$ cat src/rtl/univ_shift_pkg.sv
// ----------------------------------------------------------------------------
// univ_shift_pkg
//   Shared definitions for the universal shift register and its shift counter:
//   operation-select encodings, counter state encoding and a small helper that
//   classifies a mode as a shift.
// ----------------------------------------------------------------------------
package univ_shift_pkg;

   // Operation select carried on the 2-bit mode port.
   typedef enum logic [1:0] {
      MODE_HOLD = 2'b00,
      MODE_SHR  = 2'b01,
      MODE_SHL  = 2'b10,
      MODE_LOAD = 2'b11
   } mode_e;

   // Saturating shift counter states.
   typedef enum logic {
      ST_COUNTING  = 1'b0,
      ST_EXHAUSTED = 1'b1
   } cnt_state_e;

   // True for either shift direction; both directions advance the counter.
   function automatic logic is_shift(input mode_e m);
      return (m == MODE_SHR) || (m == MODE_SHL);
   endfunction

endpackage

$ cat src/rtl/shift_counter.sv
// ----------------------------------------------------------------------------
// shift_counter
//   Counts shift operations since the last LOAD or reset, saturating at WIDTH.
//   Emits a registered one-cycle done pulse on the edge the count reaches WIDTH.
//
// Ports
//   i_clk    : clock, rising edge
//   i_rst_n  : asynchronous active-low reset
//   i_mode   : operation select (HOLD/SHR/SHL/LOAD)
//   o_cnt    : shifts since last LOAD/reset, saturating at WIDTH
//   o_done   : one-cycle pulse when o_cnt becomes WIDTH
// ----------------------------------------------------------------------------
module shift_counter
   import univ_shift_pkg::*;
#(
   parameter int unsigned WIDTH = 8
) (
   input  logic                         i_clk,
   input  logic                         i_rst_n,
   input  logic [1:0]                   i_mode,
   output logic [$clog2(WIDTH+1)-1:0]   o_cnt,
   output logic                         o_done
);

   localparam int unsigned CW = $clog2(WIDTH + 1);
   localparam logic [CW-1:0] LP_LAST = CW'(WIDTH - 1);

   cnt_state_e       r_state;
   cnt_state_e       w_state_nxt;
   logic [CW-1:0]    r_cnt;
   logic [CW-1:0]    w_cnt_nxt;
   logic             r_done;
   logic             w_done_nxt;
   mode_e            w_mode;

   assign w_mode = mode_e'(i_mode);

   always_ff @(posedge i_clk or negedge i_rst_n) begin
      if (!i_rst_n) begin
         r_state <= ST_COUNTING;
         r_cnt   <= '0;
         r_done  <= 1'b0;
      end else begin
         r_state <= w_state_nxt;
         r_cnt   <= w_cnt_nxt;
         r_done  <= w_done_nxt;
      end
   end

   always_comb begin
      w_state_nxt = r_state;
      w_cnt_nxt   = r_cnt;
      w_done_nxt  = 1'b0;
      if (w_mode == MODE_LOAD) begin
         w_state_nxt = ST_COUNTING;
         w_cnt_nxt   = '0;
      end else if (is_shift(w_mode)) begin
         case (r_state)
            ST_COUNTING: begin
               w_cnt_nxt = r_cnt + CW'(1);
               if (r_cnt == LP_LAST) begin
                  w_state_nxt = ST_EXHAUSTED;
                  w_done_nxt  = 1'b1;
               end
            end
            default: begin
               // Exhausted: count frozen at WIDTH until LOAD or reset.
            end
         endcase
      end
   end

   assign o_cnt  = r_cnt;
   assign o_done = r_done;

endmodule

$ cat src/rtl/univ_shift_reg.sv
// ----------------------------------------------------------------------------
// univ_shift_reg
//   Universal shift register: hold, shift right, shift left, parallel load,
//   with optional rotate, serial outputs and a saturating shift counter.
//
// Ports
//   c        : clock, all state updates on rising edge
//   rn       : asynchronous active-low reset
//   mode     : 00 HOLD, 01 SHR, 10 SHL, 11 LOAD
//   d        : parallel load data
//   sin_msb  : serial input into Q[WIDTH-1] on SHR
//   sin_lsb  : serial input into Q[0] on SHL
//   rot      : rotate; shifted-out bit re-enters, serial inputs ignored
//   Q        : registered contents
//   sout_lsb : Q[0]
//   sout_msb : Q[WIDTH-1]
//   cnt      : shifts since last LOAD/reset, saturating at WIDTH
//   done     : one-cycle pulse when cnt reaches WIDTH
// ----------------------------------------------------------------------------
module univ_shift_reg
   import univ_shift_pkg::*;
#(
   parameter int unsigned          WIDTH       = 8,
   parameter logic [WIDTH-1:0]     RESET_VALUE = '0
) (
   input  logic                         c,
   input  logic                         rn,
   input  logic [1:0]                   mode,
   input  logic [WIDTH-1:0]             d,
   input  logic                         sin_msb,
   input  logic                         sin_lsb,
   input  logic                         rot,
   output logic [WIDTH-1:0]             Q,
   output logic                         sout_lsb,
   output logic                         sout_msb,
   output logic [$clog2(WIDTH+1)-1:0]   cnt,
   output logic                         done
);

   mode_e            w_mode;
   logic [WIDTH-1:0] w_q;

   assign w_mode = mode_e'(mode);

   // One flip-flop per bit; each bit picks its own neighbour for the shift.
   // End bits take the serial input or, when rotating, the opposite end bit,
   // which also covers WIDTH=1 (the bit is its own neighbour).
   for (genvar gi = 0; gi < WIDTH; gi++) begin : g_bit
      logic r_bit;
      logic w_shr_in;
      logic w_shl_in;
      logic w_nxt;

      if (gi == WIDTH - 1) begin : g_msb
         assign w_shr_in = rot ? w_q[0] : sin_msb;
      end else begin : g_not_msb
         assign w_shr_in = w_q[gi+1];
      end

      if (gi == 0) begin : g_lsb
         assign w_shl_in = rot ? w_q[WIDTH-1] : sin_lsb;
      end else begin : g_not_lsb
         assign w_shl_in = w_q[gi-1];
      end

      always_comb begin
         w_nxt = r_bit;
         case (w_mode)
            MODE_SHR:  w_nxt = w_shr_in;
            MODE_SHL:  w_nxt = w_shl_in;
            MODE_LOAD: w_nxt = d[gi];
            default:   w_nxt = r_bit;
         endcase
      end

      always_ff @(posedge c or negedge rn) begin
         if (!rn) begin
            r_bit <= RESET_VALUE[gi];
         end else begin
            r_bit <= w_nxt;
         end
      end

      assign w_q[gi] = r_bit;
   end

   shift_counter #(
      .WIDTH (WIDTH)
   ) u_shift_counter (
      .i_clk   (c),
      .i_rst_n (rn),
      .i_mode  (mode),
      .o_cnt   (cnt),
      .o_done  (done)
   );

   assign Q        = w_q;
   assign sout_lsb = w_q[0];
   assign sout_msb = w_q[WIDTH-1];

endmodule

$ cat config.mk
export PLATFORM = sky130hd
export DESIGN_NAME = univ_shift_reg
export DESIGN_NICKNAME = d
export VERILOG_FILES = /design/src/rtl/univ_shift_pkg.sv /design/src/rtl/shift_counter.sv /design/src/rtl/univ_shift_reg.sv
export SDC_FILE = /design/constraint.sdc
export NUM_CORES = 1
export LEC_CHECK = 0
export ABC_CLOCK_PERIOD_IN_PS = 1500
export BUFFER_PORTS_ARGS = -buffer_cell sky130_fd_sc_hd__buf_2
export CAP_MARGIN = 0
export CORE_UTILIZATION = 35
export DETAILED_ROUTE_END_ITERATION = 12
export HOLD_SLACK_MARGIN = 0.05
export RECOVER_POWER = 100
export SKIP_LAST_GASP = 1
export SYNTH_ARGS = -nofsm -noshare
export SYNTH_HDL_FRONTEND = slang
export SYNTH_HIERARCHICAL = 1
export SYNTH_SLANG_ARGS = --single-unit
$ cat constraint.sdc
create_clock -name c -period 1.5 [get_ports c]
set_input_delay 0.3 -clock c [delete_from_list [all_inputs] [get_ports c]]
set_output_delay 0.3 -clock c [all_outputs]
set_load 0.05 [all_outputs]
==> metrics.txt, run 1 <==
latest clock arrival within the worst-skew pair=280 ps; RSZ-0062 raised after global routing=false; layout net count=109; most common cell in the netlist=dfrtp_1; Req. time, crit path=1200 ps; Leakage=0.4673 nW; vias in the first global route=516; Period minus WS final=1373 ps; Clock Path Buffers=2; P_sw=0.8413 mW; yosys warns=6; Site Rows=16; most frequent cells after synthesis=dfrtp_1 (14), buf_4 (8), mux4_2 (8); # fillers=199; synth top area cells=dfrtp_1 (44%), mux4_2 (22%), buf_4 (7.5%), ha_1 (4.7%), mux2_1 (2.8%); fraction of power spent switching nets=0.4833; CP endpoint kind=output pin; Multi-input gate area=365.4 um^2; largest net degree at the start of global routing=15; Slew Limit Fails=0; initial antenna violation count=0; post-synthesis register bit count=14; actual slew at the worst max-slew pin=763.4 ps; Starting Density=0.3890; Mapped Nets=81; final WL=1515 um; clock share of power=0.159; CTS tree=done; Critical Path Stages=2; core footprint=0.002062 mm^2; DRC Markers=0; sequential fraction of the synthesis area=0.4368; ANT nets after route=0; sequential cell area=351.6 um^2; Power Internal=0.8995 mW; Crit path buffers/inverters=2; post-synth cell types=20; Fmax=728.4 MHz; EDFF count, synth=0; GRT overflow=0; Ports=30; syn avg cell area=12.73 um^2; Synth Cell Area=802.0 um^2; Critical Path, Cell by Cell=clkbuf_1 > buf_2; Post-Synthesis Cells=63; hold path depth=2; clock sinks=14; worst reg2reg path depth=2; first-pass GRT wire length=2435 um; Final Core Density=0.4739; Clock Root Buffer=clkbuf_4; post-DR vias/cell=5.009; Post-CTS Setup Bufs=0; Finish-stage setup viols=0; detailed-placement wirelength estimate=1145 um; Yosys top cell area share=0.4368; crit-path max FO=4; Die Area=0.002487 mm^2; Layout Skew=5.509 ps; Total Neg Setup Slack=0 ps; Buffers on Ports=29; chip height=49.87 um; Initial DRC Count=15; part of the power in registers=0.365; power density over the cells=1781 mW/mm^2; Gate power share=0.476; Synth async-reset ratio=1.000; GRT Overall Usage=0.1359; status=completed; period utilization=0.9152; Worst path max stage delay=360 ps; most common flop cell mapped by yosys=dfrtp_1; top cell family by delay on the critical path=buffers and inverters; drt wl/cell=12.95 um; max_cap viols=0; die width=49.87 um; Final Hold Viols=0; slowest CP cell=dfrtp_1; drt pass-1 iters=4; Max-slew headroom=0.4910; number of CTS-inserted buffers=3; layout cell share with drive strength beyond 1=0.4778; worst min path class=primary input to flip-flop; Layout area overhead=21.84%; WS Path Type=flip-flop to output pin; Worst Path Arrival=1070 ps; # diodes=0; Max VDD drop=0.9964 mV; GP Congestion=0.6683; Reg clk slew, reported paths=90 ps; CP startpoint kind=flip-flop; post-synth top area cell=dfrtp_1; CTS H-tree lvls=1; routed via count=586
[cell families (layout without fill, tap and decap cells)]
logic type                 Yosys count  in the layout  synth area share
DFF                                 14             14            0.4368
buffers and inverters               14             41            0.1076
muxes                               12             12            0.2777
and+or+nand+nor                     12             12           0.07644
AOI/OAI and AO/OA                    8              8           0.05460
adders and majority gates            3              3           0.04681
[path summary, 6_finish.rpt]
| check | startpoint | to | slack (ps) |
|---|---|---|---|
| worst max register to register | sout_msb | sout_lsb | 190 |
| worst max-delay path | sout_lsb | Q[0] | 130 |
| worst min register to register | u_shift_counter/o_cnt[1] | u_shift_counter/o_cnt[1] | 590 |
| max in group asynchronous | rn | sout_msb | 380 |
| worst min-delay path | d[6] | g_bit[5].w_shr_in | 330 |
| min in group asynchronous | rn | g_bit[4].w_shr_in | 600 |
[power groups by stage]
| stage | clock network (mW) | logic, mW | registers [mW] |
|---|---|---|---|
| 6_report | 0.277 | 0.829 | 0.635 |
| 5_1_grt | 0.306 | 0.878 | 0.661 |
| 4_1_cts | 0.285 | 0.845 | 0.631 |
| 3_5_place_dp | 0 | 0.841 | 0.637 |
| 3_3_place_gp | 0 | 0.831 | 0.633 |
| 2_1_floorplan | 0 | 0.505 | 0.826 |
[cells in the final DEF, fill, tap and decap left out, types with 4 or more instances in the layout]
cell type	count
buf_2	14
dfrtp_1	13
clkbuf_2	13
mux4_2	8
nand2_1	4
o21ai_0	4
[timing repair]
item                       in CTS  in global routing
hold endpoints to repair       14                  0
gates resized for setup         0                  0
setup endpoints to repair       0                  0
hold buffers                    1                  0
[worst reg2reg max path: stages, from the launching register on]
cell and delay, ps:
dfrtp_2 440, mux2_1 300, mux4_2 450
[state kept, by name (all words and copies together) (netlist names)]
register and cells:
g_bit.w_shr_in 6, sout_lsb 1, sout_msb 1, u_shift_counter/o_cnt 4
u_shift_counter/o_done 1, u_shift_counter/r_state 1
[per-stage QoR]
| step | cell area [um^2] | std cells | hold WS (ps) | total power [mW] | setup WS (ps) |
|---|---|---|---|---|---|
| 2_1_floorplan | 803.3 | 63 | 4.409 | 1.332 | 5.275 |
| 3_3_place_gp | 937.1 | 112 | 215.5 | 1.464 | 191.6 |
| 3_5_place_dp | 937.1 | 112 | 220.9 | 1.477 | 144.3 |
| 4_1_cts | 983.4 | 117 | 321.2 | 1.762 | 149.2 |
| 5_1_grt | 977.2 | 117 | 315.9 | 1.846 | 56.14 |
| 6_report | 977.2 | 117 | 328.6 | 1.741 | 127.2 |
[cell type report]
type / instances / area share
flip-flops and latches: 14 / 0.3598
clock buffers: 4 / 0.03713
well taps: 27 / 0.03457
repair buffers: 34 / 0.1831
multi-input cells: 35 / 0.3739
inverters: 3 / 0.01152
[per-layer routing]
metal | share of wire | up-vias | routed length, um | GRT usage
met5 | 0 | - | 0 | 0
met4 | 0.013 | 0 | 19 | 0.08571
met3 | 0.045 | 2 | 68 | 0.02469
met2 | 0.48 | 15 | 720 | 0.1869
met1 | 0.47 | 291 | 706 | 0.1948
li1 | - | 278 | - | -
Power figures use the tool's default switching activity.
==> run 2, diff against run 1 <==
--- a/config.mk
+++ b/config.mk
@@ -8,9 +8,10 @@
 export ABC_CLOCK_PERIOD_IN_PS = 1500
 export BUFFER_PORTS_ARGS = -buffer_cell sky130_fd_sc_hd__buf_2
 export CAP_MARGIN = 0
-export CORE_UTILIZATION = 35
+export CORE_UTILIZATION = 47
 export DETAILED_ROUTE_END_ITERATION = 12
 export HOLD_SLACK_MARGIN = 0.05
+export PLACE_DENSITY = 0.77
 export RECOVER_POWER = 100
 export SKIP_LAST_GASP = 1
 export SYNTH_ARGS = -nofsm -noshare
==> metrics.txt, run 2 (synthesis results as in run 1) <==
latest clock arrival within the worst-skew pair=280 ps (about the same); Final Hold Viols=0 (unchanged); commonest non-fill, non-tap cell in the layout=clkbuf_2 (was buf_2); Multi-input gate area=365.4 um^2 (unchanged); placed cell count=100 (was 112); Initial DRC Count=14 (was 15); initial antenna violation count=0 (unchanged); post-DR vias/cell=5.771 (was 5.009); worst min path class=primary input to flip-flop (unchanged); Leakage=0.4631 nW (was 0.4673 nW); GP Congestion=0.7856 (was 0.6683); CP endpoint kind=output pin (unchanged); crit-path max FO=1 (was 4); final WL=1574 um (was 1515 um); Post-Layout Cell Count=105 (was 117); # diodes=0 (unchanged); chip height=43.31 um (was 49.87 um); drt wl/cell=14.99 um (was 12.95 um); most frequent cells in the layout=clkbuf_2 (14), dfrtp_1 (13), buf_2 (12), mux4_2 (8) (was buf_2 (14), dfrtp_1 (13), clkbuf_2 (13), mux4_2 (8)); Fmax=741.4 MHz (was 728.4 MHz); largest net degree at the start of global routing=15 (unchanged); die width=43.31 um (was 49.87 um); Layout Skew=9.762 ps (was 5.509 ps); GRT Overall Usage=0.1861 (was 0.1359); Finish-stage setup viols=0 (unchanged); Crit path buffers/inverters=1 (was 2); WS Path Type=flip-flop to output pin (unchanged); routed via count=606 (was 586); DRC Markers=0 (unchanged); # fillers=136 (was 199); vias in the first global route=555 (was 516); status=completed (unchanged); Req. time, crit path=1200 ps (about the same); Period minus WS final=1349 ps (was 1373 ps); Ports=30 (unchanged); Final Core Density=0.6218 (was 0.4739); core footprint=0.001541 mm^2 (was 0.002062 mm^2); CTS tree=done (unchanged); power density over the cells=1822 mW/mm^2 (was 1781 mW/mm^2); sequential cell area=351.6 um^2 (unchanged); Max VDD drop=1.534 mV (was 0.9964 mV); period utilization=0.8992 (was 0.9152); max_cap viols=0 (unchanged); Buffers on Ports=29 (unchanged); Critical Path, Cell by Cell=clkbuf_1 (was clkbuf_1 > buf_2); Die Area=0.001876 mm^2 (was 0.002487 mm^2); layout cell share with drive strength beyond 1=0.4719 (was 0.4778); ANT nets after route=0 (unchanged); GRT overflow=0 (unchanged); Layout area overhead=19.50% (was 21.84%); detailed-placement wirelength estimate=1123 um (was 1145 um); Total Neg Setup Slack=0 ps (unchanged); Slew Limit Fails=0 (unchanged); number of CTS-inserted buffers=3 (unchanged); max reg flops=6 (unchanged); CTS H-tree lvls=1 (unchanged); top cell family by delay on the critical path=buffers and inverters (unchanged); actual slew at the worst max-slew pin=741.4 ps (was 763.4 ps); Worst path max stage delay=460 ps (was 360 ps); Reg clk slew, reported paths=90 ps (about the same); Starting Density=0.5203 (was 0.3890); Max-slew headroom=0.5057 (was 0.4910); slowest CP cell=clkbuf_1 (was dfrtp_1); CP startpoint kind=flip-flop (unchanged); clock sinks=14 (unchanged); first-pass GRT wire length=2532 um (was 2435 um); Clock Root Buffer=clkbuf_4 (unchanged); RSZ-0062 raised after global routing=false (unchanged); Site Rows=14 (was 16); layout net count=108 (was 109); drt pass-1 iters=5 (was 4); Worst Path Arrival=1050 ps (was 1070 ps); Clock Path Buffers=2 (unchanged)
## run 2: cell types whose count changed in the layout (fill, tap and decap cells not counted), sizes merged
cell,delta
buf,-2
clkbuf,+1
## run 2: final cells by class
type                       instances  area share
clock buffer                       4     0.03786
tap                               16     0.02089
timing repair buffer              33      0.1815
sequential                        14      0.3668
multi-input combinational         35      0.3812
inverter                           3     0.01175
## run 2: timing repair
action                    in CTS  in global routing
resized for setup              0                  0
hold endpoints to repair      14                  0
setup buffers                  0                  0
hold buffers                   1                  0
## run 2: worst paths after layout
check / start / end / slack, ps / cells past startpoint
max: u_shift_counter/o_done / done / 150 / 1
min: d[1] / g_bit[0].w_shr_in / 330 / 2
max reg2reg: sout_msb / sout_lsb / 170 / 2
min reg2reg: u_shift_counter/o_cnt[3] / u_shift_counter/o_cnt[3] / 580 / 2
max in group asynchronous: rn / sout_msb / 400 / 2
min in group asynchronous: rn / g_bit[3].w_shr_in / 590 / 2
## run 2: stage by stage
step                area [um^2]  total power [mW]  setup WS (ps)  hold slack [ps]
floorplan                 803.3             1.332          5.275            4.409
global placement          915.9             1.448          217.8            208.3
detailed placement        915.9             1.477          182.5            208.3
CTS                       962.2             1.752          173.5            338.6
global route              958.4             1.845          93.26            335.9
finish                    958.4             1.746          151.2            331.9
## run 2: report_power, final
part	switching [mW]	total, mW	internal, mW
logic	0.579	0.839	0.260
clock network	0.120	0.267	0.148
registers	0.150	0.640	0.490
## run 2: routing by layer
layer  track usage  routed length (um)
met4       0.07273                   0
met1        0.2351                 627
met2        0.3224                 825
met5             0                   0
met3       0.02553                 122
==> run 3, diff against run 2 <==
--- a/config.mk
+++ b/config.mk
@@ -5,10 +5,11 @@
 export SDC_FILE = /design/constraint.sdc
 export NUM_CORES = 1
 export LEC_CHECK = 0
+export ABC_AREA = 1
 export ABC_CLOCK_PERIOD_IN_PS = 1500
 export BUFFER_PORTS_ARGS = -buffer_cell sky130_fd_sc_hd__buf_2
 export CAP_MARGIN = 0
-export CORE_UTILIZATION = 47
+export CORE_UTILIZATION = 49
 export DETAILED_ROUTE_END_ITERATION = 12
 export HOLD_SLACK_MARGIN = 0.05
 export PLACE_DENSITY = 0.77
==> constraint.sdc (replaced) <==
create_clock -name c -period 1.5 [get_ports c]
set_input_delay 0.3 -clock c [delete_from_list [all_inputs] [get_ports c]]
set_output_delay 0.3 -clock c [all_outputs]
set_load 0.005 [all_outputs]
==> metrics.txt, run 3 <==
status=completed (unchanged); Period minus WS final=1211 ps (was 1349 ps); final WL=1923 um (was 1574 um); Slew Limit Fails=0 (unchanged); number of CTS-inserted buffers=3 (unchanged); ANT nets after route=0 (unchanged); post-synth cell types=18 (was 20); Worst Path Arrival=1390 ps (was 1050 ps); Die Area=0.002089 mm^2 (was 0.001876 mm^2); largest net degree at the start of global routing=15 (unchanged); drt wl/cell=10.62 um (was 14.99 um); Layout Skew=3.974 ps (was 9.762 ps); most frequent cells after synthesis=nand2_1 (44), nand3_1 (17), dfrtp_1 (14) (was dfrtp_1 (14), buf_4 (8), mux4_2 (8)); Buffers on Ports=29 (unchanged); power density over the cells=1143 mW/mm^2 (was 1822 mW/mm^2); most common flop cell mapped by yosys=dfrtp_1 (unchanged); chip height=45.71 um (was 43.31 um); pre-CTS setup slack=335.7 ps (was 182.5 ps); DRC Markers=0 (unchanged); flop2flop setup slack=420 ps (was 170 ps); CTS H-tree lvls=1 (unchanged); Layout area overhead=14.31% (was 19.50%); Mapped Nets=148 (was 81); Initial DRC Count=20 (was 14); CP startpoint kind=primary input (was flip-flop); most common cell in the netlist=nand2_1 (was dfrtp_1); Fmax=825.5 MHz (was 741.4 MHz); yosys warns=6 (unchanged); post-synthesis register bit count=14 (unchanged); actual slew at the worst max-slew pin=797.8 ps (was 741.4 ps); Req. time, crit path=1680 ps (was 1200 ps); routed via count=885 (was 606); Yosys top cell area share=0.3743 (was 0.4368); period utilization=0.8076 (was 0.8992); drt pass-1 iters=4 (was 5); Clock Root Buffer=clkbuf_4 (unchanged); Finish-stage setup viols=0 (unchanged); GP Congestion=0.7716 (was 0.7856); first-pass GRT wire length=3111 um (was 2532 um); GRT overflow=0 (unchanged); CP endpoint kind=flip-flop (was output pin); worst min path class=primary input to flip-flop (unchanged); sequential fraction of the synthesis area=0.3743 (was 0.4368); clock sinks=14 (unchanged); # diodes=0 (unchanged); Max VDD drop=0.8892 mV (was 1.534 mV); vias in the first global route=749 (was 555); final setup margin=288.6 ps (was 151.2 ps); GRT Overall Usage=0.2091 (was 0.1861); Clock Path Buffers=2 (unchanged); Ports=30 (unchanged); post-DR vias/cell=4.890 (was 5.771); Synth async-reset ratio=1.000 (unchanged); crit-path max FO=10 (was 1); most frequent cells in the layout=nand2_1 (45), buf_2 (19), nand3_1 (17), dfrtp_1 (14), nor2_1 (13) (was clkbuf_2 (14), dfrtp_1 (13), buf_2 (12), mux4_2 (8)); layout cell share with drive strength beyond 1=0.2051 (was 0.4719); core footprint=0.001764 mm^2 (was 0.001541 mm^2); WS Path Type=primary input to flip-flop (was flip-flop to output pin); synth top area cells=dfrtp_1 (37%), nand2_1 (18%), nand3_1 (9.1%), buf_4 (6.4%), inv_1 (4.8%) (was dfrtp_1 (44%), mux4_2 (22%), buf_4 (7.5%), ha_1 (4.7%), mux2_1 (2.8%)); Synth Cell Area=935.9 um^2 (was 802.0 um^2); EDFF count, synth=0 (unchanged); initial antenna violation count=0 (unchanged); post-synth top area cell=dfrtp_1 (unchanged); commonest non-fill, non-tap cell in the layout=nand2_1 (was clkbuf_2); Starting Density=0.5305 (was 0.5203); Post-CTS Setup Bufs=0 (unchanged); Site Rows=15 (was 14); RSZ-0062 raised after global routing=false (unchanged); Total Neg Setup Slack=0 ps (unchanged); CTS tree=done (unchanged); latest clock arrival within the worst-skew pair=280 ps (about the same); Reg clk slew, reported paths=90 ps (about the same); max reg flops=6 (unchanged); layout net count=175 (was 108); Post-Synthesis Cells=130 (was 63); Max-slew headroom=0.4682 (was 0.5057); syn avg cell area=7.199 um^2 (was 12.73 um^2); Final Hold Viols=0 (unchanged); Leakage=0.6028 nW (was 0.4631 nW); die width=45.71 um (was 43.31 um); max_cap viols=0 (unchanged); detailed-placement wirelength estimate=1416 um (was 1123 um)
-- run 3: changes by cell type after synthesis, sizes merged, moves of 2 or more --
cell,before,now
nand2,4,47
mux4,8,0
mux2i,2,0
inv,3,16
nor2,3,14
mux2,2,0
nand3,0,18
-- run 3: cell type report --
| type | count | area (um^2) |
|---|---|---|
| well taps | 25 | 31.28 |
| flip-flops and latches | 14 | 350.3 |
| repair buffers | 32 | 153.9 |
| inverters | 16 | 67.56 |
| multi-input cells | 90 | 430.4 |
| clock buffers | 4 | 36.28 |
| fillers | 184 | 694.4 |
-- run 3: worst max-delay path: stages --
cell and delay, ps:
clkbuf_1 120, clkbuf_1 490, inv_8 110, nand2_4 150, nand2_1 60, nor2_1 90
a21oi_1 70
-- run 3: cells by family (layout without fill, tap and decap cells) --
kind of cell    Yosys count  after routing  share of synthesized area
simple gates             79             79                     0.3797
buf+inv                  26             52                     0.1604
flops                    14             14                     0.3743
compound gates            8              8                    0.04545
fa+ha+maj                 3              3                    0.04011
-- run 3: final timing paths --
check	from	end	depth (start not counted)
max in group asynchronous	rn	u_shift_counter/r_state	2
hold reg to reg	g_bit[3].w_shr_in	g_bit[3].w_shr_in	2
min in group asynchronous	rn	sout_msb	2
setup reg to reg	u_shift_counter/o_cnt[0]	u_shift_counter/o_done	5
setup / recovery	mode[1]	sout_lsb	7
hold / removal	rot	sout_lsb	4
-- run 3: where the power goes --
group,switching [mW],internal [mW]
registers,0.0931,0.470
logic,0.220,0.165
clock network,0.127,0.148
-- run 3: timing repair --
action / in CTS / in global routing
hold buffers: 1 / 0
resized for setup: 0 / 0
endpoints found under the hold margin: 14 / 0
-- run 3: through the flow --
step	util	hold WS, ps	std cells	power, mW	area (um^2)
finish	0.6064	336.1	181	1.222	1070
global route	0.6064	347.4	181	1.326	1070
CTS	0.6184	335.1	181	1.250	1091
detailed placement	0.5922	219.6	176	0.9677	1045
global placement	0.5922	218.5	176	0.9511	1045
floorplan	-	4.409	130	0.8390	935.9
-- run 3: per-layer routing --
| metal | global-route usage | wire [um] |
|---|---|---|
| met1 | 0.2432 | 796 |
| met2 | 0.3743 | 1025 |
| met3 | 0.05952 | 90 |
| met4 | 0.05294 | 12 |
| met5 | 0 | 0 |
